### src/rtl/psdu_pkg.sv
// Shared types and constants for the PSDU byte packer slice.
package psdu_pkg;

  localparam int BYTE_W        = 8;
  localparam int DEFAULT_LEN_W = 12;

  typedef enum logic [1:0] {
    IDLE,
    PACK,
    DRAIN
  } state_t;

endpackage

### src/rtl/psdu_byte_packer_byte_fifo.sv
// Show-ahead FIFO of DEPTH entries, each an octet plus its last-of-frame flag.
module byte_fifo
  import psdu_pkg::*;
#(
  parameter int DEPTH = 16
) (
  input  logic              i_clk,
  input  logic              i_rst_n,
  input  logic              i_push,
  input  logic [BYTE_W-1:0] i_push_data,
  input  logic              i_push_last,
  input  logic              i_pop,
  output logic [BYTE_W-1:0] o_head_data,
  output logic              o_head_last,
  output logic              o_full,
  output logic              o_empty
);

  localparam int AW = $clog2(DEPTH);

  logic [AW:0]     r_wr_ptr;
  logic [AW:0]     r_rd_ptr;
  logic [BYTE_W:0] r_mem [DEPTH];
  logic [BYTE_W:0] w_head;
  logic            w_pop_ok;
  logic            w_push_ok;

  // Extra pointer MSB separates full from empty when the index bits match.
  assign o_empty   = (r_wr_ptr == r_rd_ptr);
  assign o_full    = (r_wr_ptr[AW] != r_rd_ptr[AW]) &&
                     (r_wr_ptr[AW-1:0] == r_rd_ptr[AW-1:0]);
  assign w_pop_ok  = i_pop && !o_empty;
  assign w_push_ok = i_push && (!o_full || w_pop_ok);

  always_ff @(posedge i_clk or negedge i_rst_n) begin
    if (!i_rst_n) begin
      r_wr_ptr <= '0;
      r_rd_ptr <= '0;
    end else begin
      if (w_push_ok) r_wr_ptr <= r_wr_ptr + 1'b1;
      if (w_pop_ok)  r_rd_ptr <= r_rd_ptr + 1'b1;
    end
  end

  always_ff @(posedge i_clk) begin
    if (w_push_ok) r_mem[r_wr_ptr[AW-1:0]] <= {i_push_last, i_push_data};
  end

  // Storage is not reset, so the head is masked while the FIFO is empty.
  assign w_head      = r_mem[r_rd_ptr[AW-1:0]];
  assign o_head_data = o_empty ? '0 : w_head[BYTE_W-1:0];
  assign o_head_last = o_empty ? 1'b0 : w_head[BYTE_W];

endmodule

### src/rtl/psdu_byte_packer.sv
// Packs the descrambled PSDU bit stream into octets and buffers them for the MAC.
// Define PSDU_PACKER_MSB_FIRST_EN to pack the first received bit into bit 7.
module psdu_byte_packer
  import psdu_pkg::*;
#(
  parameter int DEPTH = 16,
  parameter int LEN_W = DEFAULT_LEN_W
) (
  input  logic              i_clk,
  input  logic              i_rst_n,
  input  logic              i_frame_start,
  input  logic [LEN_W-1:0]  i_length,
  input  logic              i_bit_in,
  input  logic              i_bit_valid,
  output logic [BYTE_W-1:0] o_byte_out,
  output logic              o_byte_valid,
  input  logic              i_byte_ready,
  output logic              o_byte_last,
  output logic              o_busy,
  output logic              o_frame_done,
  output logic              o_overflow
);

  state_t            r_state;
  state_t            w_state_nxt;
  logic [2:0]        r_bit_cnt;
  logic [LEN_W-1:0]  r_byte_cnt;
  logic [LEN_W-1:0]  r_length;
  logic [BYTE_W-1:0] r_shift;
  logic              r_push_vld;
  logic [BYTE_W-1:0] r_push_data;
  logic              r_push_last;
  logic              r_frame_done;
  logic              r_overflow;

  logic [2:0]        w_bit_idx;
  logic [BYTE_W-1:0] w_octet;
  logic              w_octet_done;
  logic              w_is_last;
  logic              w_frame_done_nxt;
  logic              w_accept_start;
  logic              w_fifo_full;
  logic              w_fifo_empty;
  logic              w_pop;
  logic              w_drop;

`ifdef PSDU_PACKER_MSB_FIRST_EN
  assign w_bit_idx = 3'd7 - r_bit_cnt;
`else
  assign w_bit_idx = r_bit_cnt;
`endif

  assign w_accept_start = (r_state == IDLE) && i_frame_start && (i_length != '0);
  assign w_octet_done   = (r_state == PACK) && i_bit_valid && (r_bit_cnt == 3'd7);
  assign w_is_last      = (r_byte_cnt == (r_length - LEN_W'(1)));
  assign w_pop          = o_byte_valid && i_byte_ready;
  assign w_drop         = r_push_vld && w_fifo_full && !w_pop;

  always_comb begin
    w_octet            = r_shift;
    w_octet[w_bit_idx] = i_bit_in;
  end

  always_ff @(posedge i_clk or negedge i_rst_n) begin
    if (!i_rst_n) r_state <= IDLE;
    else          r_state <= w_state_nxt;
  end

  // DRAIN must also wait for the octet still in the push register.
  always_comb begin
    w_state_nxt      = r_state;
    w_frame_done_nxt = 1'b0;
    case (r_state)
      IDLE: begin
        if (i_frame_start) begin
          if (i_length != '0) w_state_nxt      = PACK;
          else                w_frame_done_nxt = 1'b1;
        end
      end
      PACK: begin
        if (w_octet_done && w_is_last) w_state_nxt = DRAIN;
      end
      DRAIN: begin
        if (w_fifo_empty && !r_push_vld) begin
          w_state_nxt      = IDLE;
          w_frame_done_nxt = 1'b1;
        end
      end
      default: w_state_nxt = IDLE;
    endcase
  end

  always_ff @(posedge i_clk or negedge i_rst_n) begin
    if (!i_rst_n) begin
      r_bit_cnt    <= '0;
      r_byte_cnt   <= '0;
      r_length     <= '0;
      r_shift      <= '0;
      r_push_vld   <= 1'b0;
      r_push_data  <= '0;
      r_push_last  <= 1'b0;
      r_frame_done <= 1'b0;
      r_overflow   <= 1'b0;
    end else begin
      r_push_vld   <= 1'b0;
      r_frame_done <= w_frame_done_nxt;
      if (w_accept_start) begin
        r_length   <= i_length;
        r_bit_cnt  <= '0;
        r_byte_cnt <= '0;
        r_overflow <= 1'b0;
      end
      if ((r_state == PACK) && i_bit_valid) begin
        r_shift[w_bit_idx] <= i_bit_in;
        r_bit_cnt          <= r_bit_cnt + 3'd1;
      end
      // Dropped octets still advance byte_cnt so the last marker stays aligned.
      if (w_octet_done) begin
        r_push_vld  <= 1'b1;
        r_push_data <= w_octet;
        r_push_last <= w_is_last;
        r_byte_cnt  <= r_byte_cnt + LEN_W'(1);
      end
      if (w_drop) r_overflow <= 1'b1;
    end
  end

  byte_fifo #(
    .DEPTH(DEPTH)
  ) u_fifo (
    .i_clk       (i_clk),
    .i_rst_n     (i_rst_n),
    .i_push      (r_push_vld),
    .i_push_data (r_push_data),
    .i_push_last (r_push_last),
    .i_pop       (w_pop),
    .o_head_data (o_byte_out),
    .o_head_last (o_byte_last),
    .o_full      (w_fifo_full),
    .o_empty     (w_fifo_empty)
  );

  assign o_byte_valid = !w_fifo_empty;
  assign o_busy       = (r_state != IDLE);
  assign o_frame_done = r_frame_done;
  assign o_overflow   = r_overflow;

endmodule

### config.mk
export PLATFORM = sky130hd
export DESIGN_NAME = psdu_byte_packer
export DESIGN_NICKNAME = d
export VERILOG_FILES = /design/src/rtl/psdu_pkg.sv /design/src/rtl/psdu_byte_packer_byte_fifo.sv /design/src/rtl/psdu_byte_packer.sv
export SDC_FILE = /design/constraint.sdc
export NUM_CORES = 1
export LEC_CHECK = 0
export ABC_AREA = 1
export CELL_PAD_IN_SITES_DETAIL_PLACEMENT = 0
export CELL_PAD_IN_SITES_GLOBAL_PLACEMENT = 1
export CORE_ASPECT_RATIO = 0.8
export CORE_MARGIN = 10
export CORE_UTILIZATION = 44
export DETAILED_ROUTE_END_ITERATION = 8
export GPL_TIMING_DRIVEN = 0
export PLACE_DENSITY = 0.85
export SKIP_CTS_REPAIR_TIMING = 1
export SLEW_MARGIN = 20
export SYNTH_ARGS = -nofsm -noshare
export SYNTH_HDL_FRONTEND = slang
export SYNTH_SLANG_ARGS = --single-unit
### constraint.sdc
create_clock -name i_clk -period 1.98 [get_ports i_clk]
set_input_delay 0.297 -clock i_clk [delete_from_list [all_inputs] [get_ports i_clk]]
set_output_delay 0.297 -clock i_clk [all_outputs]
set_load 0.01 [all_outputs]
==> out/qor.csv <==
stage,metric,value,unit
run_status,run status,"finished, violations left",
run_status,failing checks,setup timing,
clocking,clock slew at reported path FFs,60,ps
logic_synthesis,YS warnings,0,
place,dpl cells,1177,
power_and_ir_drop,Pwr Density,1440,nW/um^2
logic_synthesis,Post-Syn Instances,882,
layout,Inserted Diodes,0,
critical_path,critical path required time,1680,ps
floorplan,die area,26800,um^2
global_routing,first-pass GRT wire length,35.4,mm
routing,vias per inst,5.42,
power_and_ir_drop,cell-internal power,10.0,mW
routing,via count,6693,
clocking,clock root buffer,clkbuf_16,
logic_synthesis,Syn Std Cell Area,9060,um^2
global_routing,total global-route track usage,16.4,%
power_and_ir_drop,Net Switching,5.91,mW
timing,final setup vio count,133,
timing,Clock Skews,18.8,ps
critical_path,Worst R2R Setup Slack,-110,ps
power_and_ir_drop,Clock power frac,26.2,%
power_and_ir_drop,Peak VDD IR,0.000984,V
routing,Post-Route WL,23.0,mm
power_and_ir_drop,Sequential Power Share,37.7,%
critical_path,critical path endpoint category,primary output,
timing,relative slew slack,51.5,%
routing,drc violations,0,
timing,post-layout min period,2590,ps
logic_synthesis,Post-Syn Nets,909,
critical_path,CP startpoint kind,flip-flop,
timing,final period utilization,131,%
timing,worst slew pin tran,727,ps
global_routing,vias in the first global route,6052,
logic_synthesis,Yosys reg bits,203,
floorplan,Initial Util,45.2,%
timing,final worst setup slack,-610,ps
routing,router iterations before antenna repair,5,
logic_synthesis,post-synthesis average cell area,10.3,um^2
place,Post-DP HPWL,15.1,mm
floorplan,floorplan core area,20000,um^2
timing,f_max,386,MHz
clocking,clk_lat worst skew,510,ps
layout,most frequent cells in the layout,"179 x nand2_1, 144 x edfxtp_1, 110 x nor2_1",
layout,"commonest non-fill, non-tap cell in the layout",nand2_1,
critical_path,worst-case reg-to-reg path depth,9,
clocking,CTS tree,done,
routing,antenna violation net count after detailed routing,0,
timing,setup TNS,-9900,ps
logic_synthesis,sequential area share after synthesis,64.0,%
power_and_ir_drop,Sw Share,37.1,%
floorplan,# IOs,31,
power_and_ir_drop,Leakage,4.17,nW
critical_path,CP Max Fanout,8,
layout,share of layout cells above drive strength 1,15.6,%
routing,initial drt markers,759,
critical_path,Arrival @ worst endpoint,2290,ps
layout,nets@finish,981,
timing,Final Max Tran Viols,0,
critical_path,Crit Path Category,flip-flop to primary output,
floorplan,chip width,180,um
place,Final Wtd Congestion,0.847,
global_routing,initial antenna violation count,0,
floorplan,chip height,148,um
clocking,clk sinks,203,
global_routing,total congestion overflow,0,
place,port bufs,30,
clocking,Clock Tree Buf Depth,3,
layout,synthesis-to-layout area growth,21.7,%
critical_path,R2R Path End,u_fifo.r_mem[11][1],
timing,unrepaired setup endpoints after global routing,yes,
global_routing,largest net degree at the start of global routing,46,
hold_path,HP Class,input port to async pin,
floorplan,row count,46,
timing,Final Hold Vio Count,0,
critical_path,reg2reg start,u_fifo.r_rd_ptr[2],
power_and_ir_drop,Combinational Power Share,36.1,%
run,Max Cap Violations,0,
routing,Avg WL per Cell,18.7,um
clocking,CTS Buf Count,22,
logic_synthesis,library cells used by synthesis,39,
layout,fin cells,1234,
clocking,H-tree depth,1,
-- flip-flops by register name, summed over array words and instances, names as in the netlist --
| name | count |
|---|---|
| u_fifo.r_mem | 144 |
| r_byte_cnt | 12 |
| r_length | 12 |
| r_push_data | 8 |
| r_shift | 8 |
| u_fifo.r_rd_ptr | 5 |
| u_fifo.r_wr_ptr | 5 |
| r_bit_cnt | 3 |
| r_state | 2 |
| o_frame_done | 1 |
| o_overflow | 1 |
| r_push_last | 1 |
| r_push_vld | 1 |
-- synthesized netlist by cell type --
cell	count	share of area, %
buf_1	1	0.041
xor2_1	13	1.3
nor2_2	4	0.28
clkbuf_1	21	0.87
o22ai_1	23	1.6
nand3_2	1	0.11
edfxtp_1	144	48
o21ai_0	100	5.5
clkinv_1	4	0.17
nand2_1	179	7.4
buf_2	7	0.39
dfrtp_1	59	16
nand3_1	51	2.8
o211ai_1	16	1.3
xnor2_1	6	0.58
and3_1	1	0.069
inv_1	46	1.9
o21ai_1	1	0.055
nand3_4	1	0.19
or2_2	3	0.21
nand2_4	3	0.37
nand3b_1	3	0.25
nor4_2	1	0.14
a21oi_1	18	0.99
nor2_4	1	0.12
nor2_1	134	5.6
a31oi_1	7	0.48
buf_4	3	0.25
clkbuf_2	1	0.055
o21bai_1	1	0.083
o31ai_1	1	0.083
nand2_2	3	0.21
nand4_1	2	0.14
o221ai_1	2	0.19
ha_1	9	1.2
a21oi_2	1	0.097
nor4_1	3	0.21
nor3_1	4	0.22
buf_6	4	0.50
-- logic make-up (layout without fill, tap and decap cells) --
logic type                 after synthesis  in the layout  share of synthesized area [%]
AOI/OAI and AO/OA                      170            170                           10.4
xor gates and xnor gates                19             19                           1.84
adders and majority gates                9              9                           1.24
buffers and inverters                   87            175                           4.17
DFF                                    203            203                           64.0
and+or+nand+nor                        394            394                           18.3
-- area by class of cell --
type / instances / area [um^2]
fillers: 1726 / 9000
multi-input cells: 592 / 3070
repair buffers: 47 / 529
repair inverters: 1 / 5.00
well taps: 264 / 330
clock buffers: 30 / 601
clock inverters: 10 / 140
flip-flops and latches: 203 / 5800
inverters: 50 / 194
plain buffers: 37 / 355
-- per-stage QoR --
step	cell area (um^2)	total power, mW	worst slack (ps)	util [%]	hold WS, ps
floorplan	9070	9.03	-31.1	-	1.41
detailed placement	9730	11.1	-882	48.6	180
global route	11000	16.9	-699	55.1	206
global placement	9710	11.0	-1440	48.5	463
CTS	10500	15.3	-1430	52.3	-363
finish	11000	15.9	-610	55.1	190
-- per-layer routing --
metal	share of wire (%)	vias up	track usage [%]	wire length (um)
li1	-	3200	-	-
met1	47	3201	24.7	10900
met2	42	257	23.4	9710
met3	8.6	35	3.52	1980
met4	2.0	0	4.18	472
met5	0	-	0	0
-- critical path, cell delays in order (launching register included) --
cell and delay [ps]:
dfrtp_2 480, inv_4 130, buf_8 130, buf_8 130, nor2_2 40, o211ai_1 290
nand3_1 160, a31oi_1 260, buf_2 170
-- worst max path at each step --
stage                                   from             endpoint  slack, ps
after global placement               i_rst_n   u_fifo.r_rd_ptr[4]      -1440
after detailed placement  u_fifo.r_rd_ptr[0]        o_byte_out[4]       -880
after global routing      u_fifo.r_rd_ptr[0]        o_byte_out[4]       -700
final                     u_fifo.r_rd_ptr[0]        o_byte_out[4]       -610
after CTS                 u_fifo.r_rd_ptr[0]        o_byte_out[4]      -1430
after floorplan           u_fifo.r_wr_ptr[2]  u_fifo.r_mem[13][0]        -30
-- power groups by stage --
| stage | combinational (mW) | clock (mW) | sequential, mW |
|---|---|---|---|
| 6_report | 5.75 | 4.17 | 6.00 |
| 5_1_grt | 6.37 | 4.40 | 6.09 |
| 4_1_cts | 5.09 | 4.23 | 5.96 |
| 3_5_place_dp | 5.06 | 0 | 6.05 |
| 3_3_place_gp | 5.01 | 0 | 6.03 |
| 2_1_floorplan | 3.28 | 0 | 5.76 |
No activity file was read; power rests on OpenSTA's default activity.
